[config.mk]
export PLATFORM = sky130hd
export DESIGN_NAME = keyboard_event_queue
export DESIGN_NICKNAME = d
export VERILOG_FILES = /design/src/rtl/keyboard_event_queue.sv
export SDC_FILE = /design/constraint.sdc
export NUM_CORES = 1
export LEC_CHECK = 0
export CORE_ASPECT_RATIO = 2
export CORE_MARGIN = 2
export CORE_UTILIZATION = 53
export DETAILED_ROUTE_END_ITERATION = 8
export PLACE_DENSITY = 0.76
export SYNTH_ARGS = -nofsm -noshare
export SYNTH_HDL_FRONTEND = slang
export SYNTH_SLANG_ARGS = --single-unit
[constraint.sdc]
create_clock -name clock -period 3.9 [get_ports clock]
set_input_delay 0.585 -clock clock [delete_from_list [all_inputs] [get_ports clock]]
set_output_delay 0.585 -clock clock [all_outputs]
set_load 0.03 [all_outputs]
[src/rtl/keyboard_event_queue.sv]
// Key-change scanner: visits one key index per cycle and queues press/release events.
// Latency: an event pushed at edge t is on event_valid/event_data after edge t+1.
// Backpressure: a full queue defers the key to a later sweep; no event is ever dropped.
//
// Ports:
//   clock, reset_n              single rising-edge clock, async active-low reset
//   row_sync, key_down          snapshot strobe and debounced key matrix (1 = pressed)
//   event_data/valid/ready      {new_state, key_index} event stream, valid/ready handshake
//   event_level                 current queue occupancy
//
// Optional build macro: KEYBOARD_EVENT_DEBOUNCE_EN -- a change must be seen on two
// consecutive visits of the same key before it is reported.

// Small generic FIFO with a registered head. The head register is loaded from the
// storage array one edge after a write into an empty FIFO (no fall-through), and the
// next entry is loaded on the pop edge so back-to-back pops stream at one per cycle.
// Full is judged on pre-edge occupancy, so a same-cycle pop never frees room for a push.
module keyboard_event_fifo #(
    parameter int WIDTH = 8,
    parameter int DEPTH = 8
) (
    input  logic                   clock,
    input  logic                   reset_n,
    input  logic                   push_vld,
    input  logic [WIDTH-1:0]       push_dat,
    output logic                   full,
    output logic                   head_vld,
    output logic [WIDTH-1:0]       head_dat,
    input  logic                   head_rdy,
    output logic [$clog2(DEPTH):0] level
);
    localparam int AW = $clog2(DEPTH);
    localparam int CW = AW + 1;

    logic [WIDTH-1:0] mem [DEPTH];
    logic [AW-1:0]    wr_ptr;
    logic [AW-1:0]    rd_ptr;
    logic [AW-1:0]    rd_ptr_inc;
    logic [CW-1:0]    count;
    logic             push_ok;
    logic             pop;
    logic             head_vld_nxt;
    logic [WIDTH-1:0] head_dat_nxt;

    assign full       = (count == CW'(DEPTH));
    assign push_ok    = push_vld & ~full;
    assign pop        = head_vld & head_rdy;
    assign rd_ptr_inc = rd_ptr + AW'(1);
    assign level      = count;

    // The head register mirrors mem[rd_ptr] whenever it is valid. On a pop the
    // entry behind the head moves up; an entry written this very edge is not
    // visible yet, which is why occupancy is compared with 1 rather than 0.
    always_comb begin
        head_vld_nxt = 1'b0;
        head_dat_nxt = '0;
        if (pop) begin
            head_vld_nxt = (count > CW'(1));
            if (count > CW'(1)) begin
                head_dat_nxt = mem[rd_ptr_inc];
            end
        end else begin
            head_vld_nxt = (count != '0);
            if (count != '0) begin
                head_dat_nxt = mem[rd_ptr];
            end
        end
    end

    always_ff @(posedge clock) begin
        if (push_ok) begin
            mem[wr_ptr] <= push_dat;
        end
    end

    always_ff @(posedge clock or negedge reset_n) begin
        if (!reset_n) begin
            wr_ptr   <= '0;
            rd_ptr   <= '0;
            count    <= '0;
            head_vld <= 1'b0;
            head_dat <= '0;
        end else begin
            if (push_ok) begin
                wr_ptr <= wr_ptr + AW'(1);
            end
            if (pop) begin
                rd_ptr <= rd_ptr_inc;
            end
            count    <= count + CW'(push_ok) - CW'(pop);
            head_vld <= head_vld_nxt;
            head_dat <= head_dat_nxt;
        end
    end
endmodule

module keyboard_event_queue #(
    parameter int NUM_KEYS   = 103,
    parameter int FIFO_DEPTH = 8
) (
    input  logic                          clock,
    input  logic                          reset_n,
    input  logic                          row_sync,
    input  logic [NUM_KEYS-1:0]           key_down,
    output logic [$clog2(NUM_KEYS):0]     event_data,
    output logic                          event_valid,
    input  logic                          event_ready,
    output logic [$clog2(FIFO_DEPTH):0]   event_level
);
    localparam int ID_W = $clog2(NUM_KEYS);
    localparam logic [ID_W-1:0] LAST_IDX = ID_W'(NUM_KEYS - 1);

    logic [NUM_KEYS-1:0] snap;       // matrix as captured on the last row_sync
    logic [NUM_KEYS-1:0] rep;        // state last handed to the consumer, per key
    logic [ID_W-1:0]     cnt;        // key index visited this cycle
    logic                cur_snap;
    logic                mismatch;
    logic                qualified;
    logic                fifo_full;
    logic                push;

    assign cur_snap = snap[cnt];
    assign mismatch = cur_snap ^ rep[cnt];

    // rep only moves when the event actually enters the queue; a rejected push
    // leaves the mismatch in place so the next sweep retries it.
    assign push = mismatch & qualified & ~fifo_full;

`ifdef KEYBOARD_EVENT_DEBOUNCE_EN
    logic [NUM_KEYS-1:0] pend;       // mismatch already seen on the previous visit

    assign qualified = pend[cnt];

    always_ff @(posedge clock or negedge reset_n) begin
        if (!reset_n) begin
            pend <= '0;
        end else if (!mismatch) begin
            pend[cnt] <= 1'b0;
        end else if (!pend[cnt]) begin
            pend[cnt] <= 1'b1;
        end else if (push) begin
            pend[cnt] <= 1'b0;
        end
        // mismatch with pend set but queue full: keep pend so the retry qualifies
    end
`else
    assign qualified = 1'b1;
`endif

    // The counter free-runs; it is never stalled by a full queue.
    always_ff @(posedge clock or negedge reset_n) begin
        if (!reset_n) begin
            cnt  <= '0;
            snap <= '0;
            rep  <= '0;
        end else begin
            cnt <= (cnt == LAST_IDX) ? '0 : cnt + ID_W'(1);
            if (row_sync) begin
                snap <= key_down;
            end
            if (push) begin
                rep[cnt] <= cur_snap;
            end
        end
    end

    keyboard_event_fifo #(
        .WIDTH (ID_W + 1),
        .DEPTH (FIFO_DEPTH)
    ) u_fifo (
        .clock    (clock),
        .reset_n  (reset_n),
        .push_vld (push),
        .push_dat ({cur_snap, cnt}),
        .full     (fifo_full),
        .head_vld (event_valid),
        .head_dat (event_data),
        .head_rdy (event_ready),
        .level    (event_level)
    );
endmodule

==> reports/metrics.yaml <==
period_needed_ns: 3.76
die_h_um: 242
wl_per_cell_um: 24.4
rsz0062_at_grt: "no"
netlist_area_um2: 15100
insertion_delay_ns: 0.57
worstPathRequired_ns: 4.35
worstSetupStartpoint: "cnt[2]$_DFF_PN0_"
syn_avg_cell_area_um2: 11.5
endpoint_kind: "register"
wirelength_um: 44400
grtUsageTotal_pct: 30.7
numPortBuffers: 119
layout_common_cells: "dfrtp_1 (229), clkdlybuf4s50_1 (117), mux2_2 (113)"
synthMuxAreaShare_pct: 18.9
grt_max_degree: 105
pwr_density_cell_nw_per_um2: 495
synth_edf_count: 64
rows: 87
cts_made_buffers: 26
vias: 12000
cts_hold_buf: 0
synth_compound_area_share_pct: 14.7
peakVddDrop_mv: 0.555
cp.arrival_ns: 4.21
worst_hold_slack_ns: 0.0371
grt_pass1_wl_um: 69400
slew_headroom_pct: 4.19
fin_ws_ns: 0.140
outcome: "finished, final reports clean"
yosys.area_share.simple_pct: 9.63
ys_ff_latch: 296
tns_ns: 0
hold_viol_final: 0
antenna_found_initial: 0
synth-xor-area-share_pct: 0.582
p_total_w: 0.00896
drive_gt1_share_pct: 23.2
critPathLaunchType: "register"
die_w_um: 123
cap_violations: 0
r2r_cells: 12
core_area_um2: 28100
h-tree-depth: 1
crit_end: "u_fifo.level[1]$_DFF_PN0_"
drv_slew: 0
drt_first_iter_violations: 1090
synth_top_family_by_area: "multiplexers"
yosys_warnings: 0
ys_types: 72
fin_nets: 1562
cts_max_path_buffers: 3
initial_utilization_pct: 53.6
p_leak_nw: 7.11
tightestPinTransition_ns: 1.43
place_congestion: 0.980
diodes: 0
critPathMaxFanout: 17
root_buffer: "clkbuf_16"
syn_inst: 1304
synth_async_sr_flop_share_pct: 78.4
dieArea_um2: 29900
reg2reg_to: "u_fifo.level[1]$_DFF_PN0_"
pre_cts_ws_ns: 0.190
ff2ff_setup_slack_ns: 0.14
fin_skew_ns: 0.0171
fin_crit_sh_pct: 96.4
drc: 0
final_common_cell: "dfrtp_1"
vias_per_cell: 6.61
hold_path_class: "primary input to async pin"
cts_setup_buffers: 0
synth_fa_ha_area_share_pct: 1.05
ys_seq_area_share_pct: 51.3
synth_nets: 1423
cts.sinks: 296
cts.clk_slew.worst_paths_ns: 0.07
antenna_left: 0
setup_viol: 0
path_class: "register to register"
first_pass_iters: 6
r2r-start: "cnt[2]$_DFF_PN0_"
max_freq_mhz: 266
gr-total-overflow: 0
cts_resized: 0
syn_to_final_growth_pct: 20.2
dpl.hpwl_um: 31700
ios: 120
cts_tree: "built"
grt_pass1_vias: 12400
ys.flop_type: "dfrtp_1"
[final cells by class]
cell class	count	area [um^2]
well taps	356	445
clock buffers	32	736
fillers	2128	9990
flip-flops and latches	296	7740
repair buffers	224	2130
inverters	18	67.6
multi-input cells	877	6790
clock inverters	16	190
[per-stage QoR]
step	utilization, %	cell area, um^2	instances
CTS	64.4	18100	1818
global placement	61.1	17200	1770
global route	64.4	18100	1819
detailed placement	61.1	17200	1770
floorplan	-	15100	1304
finish	64.4	18100	1819
[Yosys cell counts (all sizes together) (2+ instances only)]
cell	n	area [um^2]
or3b	4	35.0
a21o	4	30.0
nand2b	10	62.6
or2	2	12.5
buf	49	269
o31ai	25	188
and2	4	25.0
mux2	114	1280
nor2	62	233
xor2	5	43.8
and4b	2	20.0
a211oi	4	30.0
nand3	51	255
nand3b	7	52.6
nor3	13	65.1
a311oi	2	23.8
and4bb	2	25.0
a31o	2	17.5
edfxtp	64	1920
inv	18	67.6
o22ai	11	68.8
or3	3	23.8
and3	7	43.8
nand2	108	405
a21oi	55	287
nor4	3	33.8
nor2b	13	81.3
xnor2	5	43.8
a2111o	2	22.5
o2bb2ai	2	17.5
o21ai	106	531
ha	11	138
and3b	3	26.3
o221ai	3	26.3
a221oi	14	123
clkbuf	64	240
mux2i	35	350
dfrtp	232	5810
a31oi	81	507
mux4	54	1220
a32oi	4	35.0
a22oi	26	195
[logic make-up after synthesis]
logic type / Yosys count
muxes: 203
AOI/OAI and AO/OA: 353
and+or+nand+nor: 299
buffers and inverters: 131
DFF: 296
xor gates and xnor gates: 10
adders and majority gates: 12
[worst max-delay path, stage by stage (launching register included)]
cell	delay, ns
dfrtp_4	0.64
buf_8	0.23
nand2b_1	0.15
mux4_2	0.48
a31o_1	0.19
o211a_1	0.25
and4bb_2	0.30
or3_4	0.42
a21oi_4	0.22
ha_1	0.21
inv_1	0.05
fa_1	0.47
inv_1	0.04
[worst min-delay path by stage]
stage                            to  slack (ns)  cells after the start
2_1_floorplan      cnt[0]$_DFF_PN0_        0.29                      0
3_3_place_gp   snap[96]$_DFFE_PN0P_        0.49                      1
3_5_place_dp   snap[96]$_DFFE_PN0P_        0.49                      1
4_1_cts        snap[27]$_DFFE_PN0P_        0.11                      1
5_1_grt        snap[27]$_DFFE_PN0P_        0.12                      1
6_report       snap[27]$_DFFE_PN0P_        0.04                      1
[power breakdown]
part           internal [W]  switching (W)
Combinational       0.00118        0.00114
Clock               0.00161        0.00119
Sequential          0.00353       0.000291
Total               0.00633        0.00263
[metal layers]
| layer | track usage (%) | wire, um | share of wire [%] |
|---|---|---|---|
| met5 | 0 | 0 | 0 |
| met3 | 4.57 | 2510 | 5.6 |
| met2 | 53.8 | 23500 | 53 |
| met4 | 24.1 | 4560 | 10 |
| met1 | 31.7 | 13800 | 31 |
[state kept, by name, summed over array words and instances, names as in the netlist]
name             flops
rep                103
snap               103
u_fifo.mem          64
u_fifo.head_dat      8
cnt                  7
u_fifo.level         4
u_fifo.rd_ptr        3
u_fifo.wr_ptr        3
u_fifo.head_vld      1
Note: power is estimated with default switching activity, not from simulation.
